## config.mk

```make
export PLATFORM = sky130hd
export DESIGN_NAME = hex_scan_display
export DESIGN_NICKNAME = d
export VERILOG_FILES = /design/src/rtl/hex_scan_display_pkg.sv /design/src/rtl/hex_scan_display_hex7seg.sv /design/src/rtl/hex_scan_display.sv
export SDC_FILE = /design/constraint.sdc
export NUM_CORES = 1
export LEC_CHECK = 0
export ABC_AREA = 1
export BUFFER_PORTS_ARGS = -buffer_cell sky130_fd_sc_hd__buf_4
export CAP_MARGIN = 20
export CORE_ASPECT_RATIO = 0.5
export CORE_MARGIN = 8
export CORE_UTILIZATION = 50
export CTS_BUF_LIST = sky130_fd_sc_hd__clkbuf_16
export CTS_CLUSTER_SIZE = 30
export DETAILED_ROUTE_END_ITERATION = 8
export GPL_ROUTABILITY_DRIVEN = 0
export PLACE_DENSITY_LB_ADDON = 0.08
export SYNTH_ARGS = -nofsm -noshare
export SYNTH_HDL_FRONTEND = slang
export SYNTH_SLANG_ARGS = --single-unit
```

## constraint.sdc

```tcl
create_clock -name clk -period 2.7 [get_ports clk]
set_input_delay 0.54 -clock clk [delete_from_list [all_inputs] [get_ports clk]]
set_output_delay 0.54 -clock clk [all_outputs]
set_load 0.1 [all_outputs]
```

## src/rtl/hex_scan_display_pkg.sv

```systemverilog
// hex_scan_display_pkg: shared seven-segment constants for the display blocks.
package hex_scan_display_pkg;
  localparam int NUM_DIGITS = 4;
  localparam logic [7:0] SEG_BLANK = 8'hFF;
  // Active-low g..a patterns, entry n is the glyph for hex digit n.
  localparam logic [15:0][6:0] SEG_TBL = {
    7'h0E, 7'h06, 7'h21, 7'h46, 7'h03, 7'h08, 7'h10, 7'h00,
    7'h78, 7'h02, 7'h12, 7'h19, 7'h30, 7'h24, 7'h79, 7'h40
  };
endpackage

```

## src/rtl/hex_scan_display_hex7seg.sv

```systemverilog
// hex7seg: combinational hex nibble to active-low g..a segment decoder.
module hex7seg
  import hex_scan_display_pkg::*;
(
  input  logic [3:0] nib_i,
  output logic [6:0] seg_o
);
  assign seg_o = SEG_TBL[nib_i];
endmodule

```

## src/rtl/hex_scan_display.sv

```systemverilog
// hex_scan_display: 4-digit multiplexed common-anode hex display with per-frame
// shadowed value and a stretched carry LED.
module hex_scan_display
  import hex_scan_display_pkg::*;
#(
  parameter int DIV_W     = 17,
  parameter int STRETCH_W = 23,
  parameter int LZB       = 0
) (
  input  logic                  clk,
  input  logic                  rst,
  input  logic [15:0]           data,
  input  logic                  rc,
  output logic [NUM_DIGITS-1:0] an,
  output logic [7:0]            seg,
  output logic                  rc_led
);
  logic [DIV_W-1:0]      div_q, div_d;
  logic [1:0]            idx_q, idx_d;
  logic [15:0]           shadow_q, shadow_d;
  logic [NUM_DIGITS-1:0] an_q, an_d;
  logic [7:0]            seg_q, seg_d;
  logic [STRETCH_W-1:0]  st_q, st_d;
  logic                  tick, blank;
  logic [3:0]            nib;
  logic [6:0]            glyph;
  assign tick  = &div_q;
  assign nib   = shadow_q[{idx_q, 2'b00} +: 4];
  // Blank a non-zero digit position when it and every more significant nibble are zero.
  assign blank = (LZB != 0) && (idx_q != 2'd0) && ((shadow_q >> {idx_q, 2'b00}) == 16'd0);
  hex7seg u_hex7seg (.nib_i(nib), .seg_o(glyph));
  always_comb begin
    div_d    = div_q + 1'b1;
    idx_d    = tick ? idx_q + 2'd1 : idx_q;
    shadow_d = (tick && idx_q == 2'd3) ? data : shadow_q;
    an_d     = ~(NUM_DIGITS'(1) << idx_q);
    seg_d    = blank ? SEG_BLANK : {1'b1, glyph};
    st_d     = rc ? '1 : (st_q != '0) ? st_q - 1'b1 : st_q;
  end
  always_ff @(posedge clk or posedge rst) begin
    if (rst) begin
      div_q    <= '0;
      idx_q    <= '0;
      shadow_q <= '0;
      an_q     <= '1;
      seg_q    <= SEG_BLANK;
      st_q     <= '0;
    end else begin
      div_q    <= div_d;
      idx_q    <= idx_d;
      shadow_q <= shadow_d;
      an_q     <= an_d;
      seg_q    <= seg_d;
      st_q     <= st_d;
    end
  end
  assign an     = an_q;
  assign seg    = seg_q;
  assign rc_led = st_q != '0;
endmodule

```

### Word-level counts from Yosys, hierarchy flattened

Memories as Yosys holds them, arrays and structs flattened. A register that Yosys moved wholly into a read port is not among the register bits.
Index checks and enable logic that the tools add are counted.

* reductions and logical operators: 4
* mux-type cells: 2
* shift operators: 2
* equality and inequality tests: 1
* bitwise logic cells: 1
* add/sub/neg operators: 3

Operators by type and width (number)
* 23-bit 2-to-1 mux: 2
* 23-bit nonzero test: 1
* 23-bit by 1-bit subtractor with 23-bit output, second input constant: 1
* 17-bit by 1-bit adder with 17-bit output, second input constant: 1
* 17-bit AND reduction: 1
* 16-bit by 5-bit variable part select with 4-bit output: 1
* 4-bit inverter: 1
* 1-bit by 2-bit << shifter with 4-bit output, first input constant: 1
* 2-bit by 1-bit adder with 2-bit output, second input constant: 1
* 2-bit == test, second input constant: 1
* 2-bit nonzero test: 1
* 1-bit logical AND: 1

* memories kept: 1
* bits in read-only memories: 112
* flip-flop bits (word level): 62
* word-level logic and storage cells: 19

Memories
* (no name shown): depth 16, width 7, rd ports 1, clocked after memory_dff 1, wr ports 0, RTL line hex_scan_display_hex7seg.sv:8 `assign seg_o = SEG_TBL[nib_i];`

### Depth between registers and ports, before layout

* depth after elaboration: 3
* gate-level depth with buffers: 11

### Modules after synthesis

From an unflattened synthesis, not the netlist that was laid out.

* cell total of the unflattened synthesis: 407
* area, all modules: 3543.4 um^2

By module, submodules not included
* hex_scan_display: area an instance 3269.4 um^2, times used 1, cells an instance 358
* hex7seg: area an instance 274.0 um^2, times used 1, cells an instance 49

### Worst setup path before layout

No wires, ideal clock.

* kind: reg2reg
* start point: register div_q[0]
* end point: register shadow_q[10]
* path slack: 594 ps
* data arrival time: 1982 ps
* clock period less this slack: 2106 ps
* path buffers: 1
* data required time: 2575 ps
* setup time: 125 ps
* stages on the path, launching flop included: 10
* path through: dfrtp_1 ha_1 nand3_1 nor3_1 nand3_1 nor3_1 ha_1 nand2_1 buf_2 mux2_2

* cells in the longest elaborated chain, start to end: 2

RTL lines
* start, declared: RTL line hex_scan_display.sv:18 `logic [DIV_W-1:0] div_q, div_d;`
* start signal, assigned: RTL line hex_scan_display.sv:49 `div_q <= div_d;`
* 17-bit AND reduction: RTL line hex_scan_display.sv:27 `assign tick = &div_q;`
* 1-bit logical AND: RTL line hex_scan_display.sv:35 `shadow_d = (tick && idx_q == 2'd3) ? data : shadow_q;`
* end signal, assigned: RTL line hex_scan_display.sv:51 `shadow_q <= shadow_d;`
* end, declared: RTL line hex_scan_display.sv:20 `logic [15:0] shadow_q, shadow_d;`

No other way between the ends.
A chain may end at the register's enable or synchronous reset.

### Final worst setup path

* start point: register st_q[0]
* end point: output rc_led

* cells in the longest elaborated chain, start to end: 1

RTL lines
* start, declared: RTL line hex_scan_display.sv:23 `logic [STRETCH_W-1:0] st_q, st_d;`
* start signal, assigned: RTL line hex_scan_display.sv:54 `st_q <= st_d;`
* 23-bit nonzero test: RTL line hex_scan_display.sv:59 `assign rc_led = st_q != '0;`
* end, declared: RTL line hex_scan_display.sv:16 `output logic rc_led`

No other way between the ends.

==> impl_metrics.xml <==
<?xml version="1.0" encoding="UTF-8"?>
<metrics>
  <group name="run_status">
    <metric name="status" unit="">completed</metric>
  </group>
  <group name="synth">
    <metric name="synth_seq_area_share" unit="">0.4767</metric>
    <metric name="yosys.cell_count.top_type" unit="">sky130_fd_sc_hd__nand2_1</metric>
    <metric name="syn_inst" unit="">445</metric>
    <metric name="synth_top_cell_by_area" unit="">sky130_fd_sc_hd__dfrtp_1</metric>
    <metric name="synth-edff-count" unit="">0</metric>
    <metric name="postSynthAreaPerCell" unit="µm²">8.204</metric>
    <metric name="syn_nets" unit="">477</metric>
    <metric name="synthDistinctLibCells" unit="">30</metric>
    <metric name="postSynthRegisterBits" unit="">69</metric>
    <metric name="most_frequent_cells_after_synthesis" unit="">131 x sky130_fd_sc_hd__nand2_1, 58 x sky130_fd_sc_hd__dfrtp_1, 55 x sky130_fd_sc_hd__inv_1</metric>
    <metric name="synth_largest_type_area_fraction" unit="">0.3975</metric>
    <metric name="postSynth.topFlopCell" unit="">sky130_fd_sc_hd__dfrtp_1</metric>
    <metric name="post_synth_main_area_contributors" unit="">sky130_fd_sc_hd__dfrtp_1 40%, sky130_fd_sc_hd__nand2_1 13%, sky130_fd_sc_hd__dfstp_2 7.9%</metric>
    <metric name="async_reset_ff_frac" unit="">1.000</metric>
    <metric name="yosysWarnings" unit="">0</metric>
    <metric name="post_synth_instance_area" unit="µm²">3651</metric>
  </group>
  <group name="final_layout">
    <metric name="fill_cells" unit="">656</metric>
    <metric name="drive_above_1_share" unit="">0.1844</metric>
    <metric name="seqCellArea" unit="µm²">1740</metric>
    <metric name="final_nets" unit="">515</metric>
    <metric name="area_delta_synth_final" unit="%">17.68</metric>
    <metric name="multi_input_comb_area" unit="µm²">1648</metric>
    <metric name="n_antenna_cell" unit="">0</metric>
  </group>
  <group name="routing">
    <metric name="drt-vias-per-instance" unit="">4.872</metric>
    <metric name="dr.pass1.iters" unit="">4</metric>
    <metric name="detail-route-antenna-nets" unit="">0</metric>
    <metric name="route.detailed.wl_per_inst" unit="µm">12.83</metric>
    <metric name="drt_wl_total" unit="µm">7491</metric>
    <metric name="post_route_drc" unit="">0</metric>
    <metric name="drt_iter0_markers" unit="">186</metric>
    <metric name="routed-via-count" unit="">2845</metric>
  </group>
  <group name="setup_path">
    <metric name="criticalPathCategory" unit="">register to primary output</metric>
    <metric name="critical_path_depth" unit="">6</metric>
    <metric name="critical_path_buf_inv_count" unit="">2</metric>
    <metric name="critPathRequiredTime" unit="ps">2160</metric>
    <metric name="critical_path.endpoint_type" unit="">primary output</metric>
    <metric name="r2r_cells" unit="">9</metric>
    <metric name="critical_path.slowest_cell" unit="">sky130_fd_sc_hd__dfrtp_1</metric>
    <metric name="max_stage_delay" unit="ps">370</metric>
    <metric name="timing.critical_path.from_type" unit="">register</metric>
    <metric name="critical_path_arrival" unit="ps">1740</metric>
    <metric name="maximum_fanout_along_the_worst_path" unit="">5</metric>
    <metric name="critPathTopFamily" unit="">simple AND/OR/NAND/NOR gates</metric>
    <metric name="critical_path.cell_chain" unit="">inv_1 &gt; ha_1 &gt; nand2_2 &gt; nor2_4 &gt; nand3_4 &gt; buf_4</metric>
    <metric name="r2r_setup_slack" unit="ps">480</metric>
  </group>
  <group name="timing">
    <metric name="final_setup_margin" unit="ps">417.2</metric>
    <metric name="final_max_slew_viol_count" unit="">0</metric>
    <metric name="min_period" unit="ps">2283</metric>
    <metric name="grt_setup_unrepaired" unit="">false</metric>
    <metric name="maxClockFrequency" unit="MHz">438.1</metric>
    <metric name="worst_pin_slew" unit="ps">522.2</metric>
    <metric name="max-slew-margin-rel" unit="">0.6519</metric>
    <metric name="min_period_over_period" unit="">0.8455</metric>
    <metric name="worst_clock_skew" unit="ps">5.129</metric>
    <metric name="finalSetupViolCount" unit="">0</metric>
    <metric name="setup_total_negative_slack" unit="ps">0</metric>
    <metric name="final-hold-violation-count" unit="">0</metric>
  </group>
  <group name="cts">
    <metric name="clockBufferDepth" unit="">2</metric>
    <metric name="cts_htree_levels" unit="">3</metric>
    <metric name="cts_tree" unit="">yes</metric>
    <metric name="hold_buffers" unit="">0</metric>
    <metric name="postCtsSetupBuffers" unit="">0</metric>
    <metric name="ctsRootBufferMaster" unit="">sky130_fd_sc_hd__clkbuf_16</metric>
    <metric name="number_of_clock_sinks" unit="">69</metric>
    <metric name="worst_setup_hold_path_clk_slew" unit="ps">50</metric>
    <metric name="cts_repair_resize_count" unit="">0</metric>
    <metric name="numCtsBuffers" unit="">9</metric>
    <metric name="clock_latency" unit="ps">330</metric>
  </group>
  <group name="power">
    <metric name="power.density" unit="nW/µm²">578.7</metric>
    <metric name="worst_ir_drop_vdd" unit="mV">0.3575</metric>
    <metric name="leakagePower" unit="µW">0.002065</metric>
  </group>
  <group name="place">
    <metric name="numPortBuffers" unit="">30</metric>
    <metric name="dp_hpwl" unit="µm">5323</metric>
    <metric name="place_worst_setup_slack" unit="ps">486.8</metric>
  </group>
  <group name="die">
    <metric name="number_of_top_level_pins" unit="">32</metric>
    <metric name="floorplan.initialDensity" unit="">0.5062</metric>
    <metric name="core_area" unit="µm²">7212</metric>
    <metric name="design.die.area" unit="µm²">10460</metric>
    <metric name="die_x" unit="µm">136.8</metric>
    <metric name="fp.dieH" unit="µm">76.43</metric>
    <metric name="rows" unit="">22</metric>
  </group>
  <group name="run">
    <metric name="maxCapViolCount" unit="">0</metric>
  </group>
  <group name="worst_hold_path">
    <metric name="hp-class" unit="">input pin to asynchronous set/reset pin</metric>
  </group>
  <group name="global_route">
    <metric name="globalRoute.totalOverflow" unit="">0</metric>
    <metric name="grt_usage" unit="">0.1586</metric>
    <metric name="antenna_found_initial" unit="">0</metric>
    <metric name="grt_start_max_net_pins" unit="">70</metric>
    <metric name="number_of_global_route_vias_before_repair" unit="">2769</metric>
    <metric name="wire_length_of_the_first_global_routing_pass" unit="µm">13230</metric>
  </group>
</metrics>
cell usage in the layout, fill, tap and decap left out, types with 5 or more instances in the layout:
master / synthesis / layout
sky130_fd_sc_hd__a21oi_1: 12 / 12
sky130_fd_sc_hd__buf_4: 1 / 32
sky130_fd_sc_hd__clkbuf_16: 0 / 9
sky130_fd_sc_hd__dfrtp_1: 58 / 58
sky130_fd_sc_hd__dfstp_2: 11 / 11
sky130_fd_sc_hd__ha_1: 13 / 13
sky130_fd_sc_hd__inv_1: 55 / 56
sky130_fd_sc_hd__mux2_2: 16 / 16
sky130_fd_sc_hd__nand2_1: 131 / 131
sky130_fd_sc_hd__nand3_1: 42 / 42
sky130_fd_sc_hd__nand4_1: 7 / 7
sky130_fd_sc_hd__nor2_1: 48 / 48
sky130_fd_sc_hd__nor2_2: 6 / 6
sky130_fd_sc_hd__o21ai_0: 7 / 7
sky130_fd_sc_hd__xnor2_1: 5 / 5
sky130_fd_sc_hd__xor2_1: 9 / 9
routing by layer:
metal	up-vias	track usage	routed length [µm]
li1	1469	-	-
met5	-	0	0
met4	0	0.05597	121
met3	12	0.05461	417
met2	59	0.2409	3375
met1	1305	0.2050	3578
power by group:
group	switching (µW)	internal (µW)
logic	139	57.3
registers	11.5	1070
clock network	419	794
final timing paths:
kind | startpoint | end
min in group clk | data[15] | shadow_q[15]
hold reg to reg | div_q[0] | div_q[0]
setup / recovery | st_q[0] | rc_led
hold / removal | rst | st_q[16]
setup reg to reg | div_q[0] | shadow_q[3]
max in group asynchronous | rst | seg[2]
worst register-to-register path, cell delays in order, from the launching register on:
cell and delay (ps):
sky130_fd_sc_hd__dfrtp_1 360, sky130_fd_sc_hd__ha_1 190, sky130_fd_sc_hd__nand3_1 140, sky130_fd_sc_hd__nor3_1 310
sky130_fd_sc_hd__nand3_1 120, sky130_fd_sc_hd__nor3_1 180, sky130_fd_sc_hd__ha_1 250, sky130_fd_sc_hd__nand2_1 70
sky130_fd_sc_hd__buf_4 200, sky130_fd_sc_hd__mux2_2 290
through the flow:
step	area, µm²	cells	hold WS, ps	total power, µW	utilization
floorplan	3651	445	422.4	1238	-
global placement	3989	568	438.6	1293	0.5531
detailed placement	3989	568	439.8	1293	0.5531
CTS	4297	584	303.0	2524	0.5958
global route	4297	584	320.6	2583	0.5958
finish	4297	584	283.7	2486	0.5958
sequential cells by signal, indices dropped and copies added, names as in the netlist:
register / flops
st_q: 23
div_q: 17
shadow_q: 16
seg: 7
an: 4
idx_q: 2
area by class of cell:
class                      count  area share
sequential                    69      0.4051
multi-input combinational    312      0.3835
timing repair buffer          33     0.06057
clock buffer                   9     0.05242
inverter                      58     0.05125
tap                           96     0.02796
clock inverter                 7     0.01922
cell families (layout without fill, tap and decap cells):
kind of cell	Yosys count	count (layout)	share of synthesized area
buffers and inverters	64	107	0.07197
adder cells (fa/ha/maj)	13	13	0.04455
flip-flops	69	69	0.4767
XOR/XNOR	14	14	0.03359
other	1	1	0.001027
multiplexers	16	16	0.04935
AND/OR/NAND/NOR	246	246	0.2913
AO/OA/AOI/OAI	22	22	0.03153
Power figures use the tool's default switching activity.
